`src/rtl/cnn_pkg.sv`:
```
// cnn_pkg: shared layer-memory select codes, map dimensions and stream FSM states
package cnn_pkg;
  localparam logic [2:0] L0_SEL = 3'b001;
  localparam logic [2:0] L1_SEL = 3'b011;
  localparam int IMG_W = 64;
  localparam int L1_W = 32;
  localparam int NPIX_L1 = L1_W * L1_W;
  localparam int DATA_W = 20;
  typedef enum logic [1:0] {IDLE, RUN, DRAIN, DONE} state_t;
endpackage

```
`src/rtl/sync_fifo.sv`:
```
// sync_fifo: power-of-two depth FIFO; push into a full FIFO is accepted only alongside a pop
module sync_fifo #(
  parameter int DEPTH = 4,
  parameter int W = 20
) (
  input  logic                     clk,
  input  logic                     reset,
  input  logic                     push,
  input  logic [W-1:0]             wdata,
  input  logic                     pop,
  output logic [W-1:0]             rdata,
  output logic [$clog2(DEPTH):0]   count,
  output logic                     full,
  output logic                     empty
);
  localparam int PW = $clog2(DEPTH);
  logic [W-1:0] mem [DEPTH];
  logic [PW-1:0] wp, rp;
  logic do_push, do_pop;
  assign empty = count == '0;
  assign full = count == (PW+1)'(DEPTH);
  assign do_pop = pop && !empty;
  assign do_push = push && (!full || do_pop);
  // head reads as zero when empty so the stream data output is clean after reset
  assign rdata = empty ? '0 : mem[rp];
  always_ff @(posedge clk or negedge reset)
    if (!reset) begin
      wp <= '0;
      rp <= '0;
      count <= '0;
    end else begin
      if (do_push) wp <= wp + PW'(1);
      if (do_pop) rp <= rp + PW'(1);
      count <= count + (PW+1)'(do_push) - (PW+1)'(do_pop);
    end
  always_ff @(posedge clk)
    if (do_push) mem[wp] <= wdata;
endmodule

```
`src/rtl/l1_stream_out.sv`:
```
// l1_stream_out: streams the 32x32 layer-1 map from layer memory over valid/ready,
// tracking a frame checksum and maximum
module l1_stream_out #(
  parameter int FIFO_DEPTH = 4,
  parameter int DATA_W = cnn_pkg::DATA_W,
  parameter int NPIX = cnn_pkg::NPIX_L1,
  parameter logic [2:0] L1_SEL = cnn_pkg::L1_SEL
) (
  input  logic              clk,
  input  logic              reset,
  input  logic              start,
  output logic              busy,
  output logic              crd,
  output logic [11:0]       caddr_rd,
  output logic [2:0]        csel,
  input  logic [DATA_W-1:0] cdata_rd,
  output logic              m_valid,
  input  logic              m_ready,
  output logic [DATA_W-1:0] m_data,
  output logic [9:0]        m_index,
  output logic              m_last,
  output logic              done,
  output logic [29:0]       checksum,
  output logic [DATA_W-1:0] max_val
);
  import cnn_pkg::*;
  localparam int CW = $clog2(FIFO_DEPTH) + 1;
  localparam logic [9:0] LAST = 10'(NPIX - 1);
  state_t state, state_n;
  logic [9:0] rd_addr;
  logic inflight, pop, last_pop, empty, full;
  logic [CW-1:0] count;
  logic [CW:0] occ;
  sync_fifo #(.DEPTH(FIFO_DEPTH), .W(DATA_W)) u_fifo (
    .clk(clk), .reset(reset), .push(inflight), .wdata(cdata_rd), .pop(pop),
    .rdata(m_data), .count(count), .full(full), .empty(empty)
  );
  assign m_valid = !empty;
  assign pop = m_valid && m_ready;
  assign m_last = m_valid && m_index == LAST;
  assign last_pop = pop && m_last;
  assign caddr_rd = 12'(rd_addr);
  // occupancy the FIFO will have once this cycle's pop and the in-flight read land
  assign occ = {1'b0, count} + (CW+1)'(inflight) - (CW+1)'(pop);
  always_comb begin
    crd = 1'b0;
    done = 1'b0;
    state_n = state;
    crd = state == RUN && (!full || pop) && occ < (CW+1)'(FIFO_DEPTH);
    done = state == DONE;
    state_n = state == IDLE  ? (start ? RUN : IDLE)
            : state == RUN   ? (crd && rd_addr == LAST ? DRAIN : RUN)
            : state == DRAIN ? (last_pop ? DONE : DRAIN)
            : IDLE;
  end
  always_ff @(posedge clk or negedge reset)
    if (!reset) state <= IDLE;
    else state <= state_n;
  always_ff @(posedge clk or negedge reset)
    if (!reset) begin
      busy <= 1'b0;
      csel <= '0;
      rd_addr <= '0;
      inflight <= 1'b0;
      m_index <= '0;
      checksum <= '0;
      max_val <= '0;
    end else begin
      inflight <= crd;
      if (state == IDLE && start) begin
        busy <= 1'b1;
        csel <= L1_SEL;
        rd_addr <= '0;
        m_index <= '0;
        checksum <= '0;
        max_val <= '0;
      end else begin
        if (crd && rd_addr != LAST) rd_addr <= rd_addr + 10'd1;
        if (pop) begin
          m_index <= m_index + 10'd1;
          checksum <= checksum + 30'(m_data);
          max_val <= m_data > max_val ? m_data : max_val;
        end
        if (last_pop) busy <= 1'b0;
      end
    end
endmodule

```
`config.mk`:
```
export PLATFORM = sky130hd
export DESIGN_NAME = l1_stream_out
export DESIGN_NICKNAME = d
export VERILOG_FILES = /design/src/rtl/cnn_pkg.sv /design/src/rtl/sync_fifo.sv /design/src/rtl/l1_stream_out.sv
export SDC_FILE = /design/constraint.sdc
export NUM_CORES = 1
export LEC_CHECK = 0
export BUFFER_PORTS_ARGS = -buffer_cell sky130_fd_sc_hd__buf_2
export CAP_MARGIN = 20
export CORE_MARGIN = 1
export CORE_UTILIZATION = 31
export DETAILED_ROUTE_END_ITERATION = 16
export GPL_TIMING_DRIVEN = 0
export PLACE_DENSITY = 0.47
export SLEW_MARGIN = 20
export SYNTH_ARGS = -nofsm -noshare
export SYNTH_HDL_FRONTEND = slang
export SYNTH_SLANG_ARGS = --single-unit
```
`constraint.sdc`:
```
create_clock -name clk -period 3.6 [get_ports clk]
set_input_delay 0.18 -clock clk [delete_from_list [all_inputs] [get_ports clk]]
set_output_delay 0.18 -clock clk [all_outputs]
set_load 0.02 [all_outputs]
```
==> results.cfg <==
[power_and_ir_drop]
p_total_mw = 11.38
power.density_mw_per_mm2 = 1070
ir_drop_v = 0.0005098
power_leakage_nw = 4.575

[critical_path]
reg2reg_to = checksum[27]
timing.rr.start = u_fifo.rp[1]
startpoint = u_fifo.rp[1]
reg2reg_depth = 11
rrSetupSlack_ns = 0.18
crit_fanout = 10
worstSetupPathType = flip-flop to flip-flop
endpoint_kind = flip-flop
critPathRequiredTime_ns = 3.95
cp.arrival_ns = 3.77
worstSetupStartpointType = flip-flop
endpoint = checksum[27]

[drt]
routed_wl_um = 23600
drc = 0
routed-via-count = 6328
post_drt_wl_per_cell_um = 18.51
drt_iter0_markers = 291
antenna_left = 0
via_per_inst = 4.963
drtPass1Iterations = 4

[synthesis]
synthArstFlopShare = 0.5062
ys_warn_count = 0
synth.top_cell.area_share = 0.2819
synth.distinct_cells = 68
synth-edff-count = 80
mappedNetlistArea_sq_mm = 0.008521
synth-seq-cells = 162
yosys-top-cells-area = edfxtp_1 (28%), dfrtp_1 (24%), ha_1 (7.3%)
synth_ff_type = dfrtp_1
synth_cells = 752
avgSynthCellArea_sq_um = 11.33
ys_seq_area_frac = 0.5228
yosys.area.top_type = edfxtp_1

[final_layout]
drive_above_1_share = 0.2634
post-route-util = 0.3949
syn_to_final_growth_pct = 24.92
post-route-cell-area_sq_mm = 0.01064
fin_cells = 1275
layout.nets = 997
diodes = 0

[die]
initial_core_util = 0.3162
rows = 60
dieArea_sq_mm = 0.02815
die_w_um = 167.8
fp.dieH_um = 167.8
core_sq_mm = 0.02695
io_pins = 124

[placement]
pre_cts_ws_ns = -0.4319
post-dp-hpwl_um = 17250
io_buffers = 120
place_inst = 1216
gp_congestion = 0.8265
place_area_sq_mm = 0.009605

[timing]
max_clock_freq_ghz = 0.2921
period_minus_slack_ns = 3.423
holdWs_ns = 0.1214
slew_headroom = 0.4974
setup_viol = 0
fin_worst_skew_ns = 0.01799
fin_crit_sh = 0.9510
worst_slack_ns = 0.1766
slew_violations = 0
tns_ns = 0
worst_pin_slew_ns = 0.7505
hold_viol = 0

[global_routing]
grtUsageTotal = 0.1734
use_met3 = 0.03620
grt_pass1_vias = 6390
gr-usage-met2 = 0.2815
grt_pass1_wl_um = 36910
use_met1 = 0.2344
grt_max_degree = 63
top_usage_layer = met2
antenna_found_initial = 0
grt-ovfl-total = 0

[clock_network]
root_buffer = clkbuf_16
cts_tree = built
insertion_delay_ns = 0.44
clock_sinks = 162
htreeDepth = 4
numCtsBuffers = 17
cts.reportedPaths.clkPinSlew_ns = 0.08
clk_path_buf_depth = 2

[flow_run]
maxCapViolCount = 0

[min_path]
hp-class = input pin to flip-flop
min_from = start

[status]
outcome = finished, final reports clean
-- cell usage in the layout, fill, tap and decap left out, drive strengths merged, types with 8 or more instances in the layout --
cell type / Yosys / layout
o21a: 8 / 8
dfrtp: 82 / 82
a21oi: 52 / 52
and2: 29 / 29
xnor2: 17 / 17
ha: 50 / 50
a21o: 16 / 16
or3: 8 / 8
nand2b: 11 / 11
nand4: 14 / 14
dlygate4sd3: 0 / 21
xor2: 12 / 12
inv: 39 / 46
nor3: 13 / 13
a211oi: 10 / 10
buf: 14 / 144
o21ai: 47 / 47
nor2: 37 / 37
nand3: 42 / 42
nand2: 56 / 56
edfxtp: 80 / 80
mux4: 20 / 20
mux2i: 10 / 10
clkbuf: 24 / 38
-- how the worst min path moves through the flow --
stage | end | cells past startpoint
6_report | state[0] | 3
5_1_grt | state[0] | 3
3_3_place_gp | u_fifo.mem[2][3] | 1
3_5_place_dp | checksum[18] | 1
2_1_floorplan | busy | 0
4_1_cts | state[0] | 3
-- flip-flops by register name, summed over array words and instances (netlist names) --
| register | cells |
|---|---|
| rd_addr | 10 |
| state | 2 |
| csel | 1 |
| u_fifo.count | 3 |
| u_fifo.mem | 80 |
| u_fifo.wp | 2 |
| inflight | 1 |
| m_index | 10 |
| u_fifo.rp | 2 |
| max_val | 20 |
| busy | 1 |
| checksum | 30 |
-- routing by layer --
layer  vias to the layer above  share of wire
met1                      3123           0.47
li1                       3078              -
met5                         -              0
met3                        15          0.046
met2                       112           0.47
met4                         0          0.011
-- timing repair --
action	4_1_cts	5_1_grt
setup endpoints to repair	51	39
gates cloned	0	0
hold endpoints to repair	162	0
gates resized for setup	30	40
setup buffers	6	2
hold buffers	21	0
pin swaps	5	6
-- report_power, final --
| part | switching, mW | internal, mW | leakage [nW] |
|---|---|---|---|
| Combinational | 3.98 | 2.65 | 2.53 |
| Sequential | 0.381 | 2.46 | 1.74 |
| Clock | 0.897 | 1.01 | 0.306 |
-- logic make-up (layout without fill, tap and decap cells) --
| logic type | count (synthesis) | in the layout | synth area share |
|---|---|---|---|
| DFF | 162 | 162 | 0.5228 |
| other | 1 | 3 | 0.0004401 |
| buffers and inverters | 78 | 258 | 0.03847 |
| AOI/OAI and AO/OA | 165 | 165 | 0.1222 |
| adders and majority gates | 52 | 52 | 0.07812 |
| xor gates and xnor gates | 29 | 29 | 0.02981 |
| and+or+nand+nor | 235 | 235 | 0.1436 |
| muxes | 30 | 30 | 0.06461 |
-- final cells by class --
| type | instances | area [sq um] |
|---|---|---|
| Clock buffer | 17 | 425.4 |
| Sequential cell | 162 | 4457 |
| Multi-Input combinational cell | 514 | 3846 |
| Fill cell | 2632 | 16310 |
| Inverter | 39 | 146.4 |
| Timing Repair Buffer | 150 | 907.1 |
| Buffer | 37 | 232.7 |
| Tap cell | 341 | 426.7 |
| Clock inverter | 15 | 202.7 |
-- critical path, stage by stage, from the launching register on --
cell      delay, ns
dfrtp_1        0.39
clkbuf_2       0.32
mux4_2         0.36
and2_1         0.26
ha_1           0.38
and2_1         0.16
and3_1         0.22
o21ba_2        0.20
nor3_4         0.07
a2111o_1       0.46
a211oi_2       0.28
mux2i_1        0.24
-- synthesized netlist by cell type (7+ instances only) --
| library cell | instances |
|---|---|
| dfrtp_1 | 82 |
| edfxtp_1 | 80 |
| nand2_1 | 56 |
| a21oi_1 | 52 |
| ha_1 | 50 |
| o21ai_0 | 46 |
| nand3_1 | 41 |
| inv_1 | 38 |
| nor2_1 | 37 |
| and2_1 | 28 |
| clkbuf_1 | 24 |
| mux4_2 | 20 |
| xnor2_1 | 17 |
| a21o_1 | 16 |
| nand4_1 | 13 |
| nor3_1 | 12 |
| xor2_1 | 12 |
| nand2b_1 | 11 |
| mux2i_1 | 10 |
| a211oi_1 | 9 |
| o21a_1 | 8 |
| and3_1 | 7 |
| or3_1 | 7 |
No activity file was read; power rests on OpenSTA's default activity.
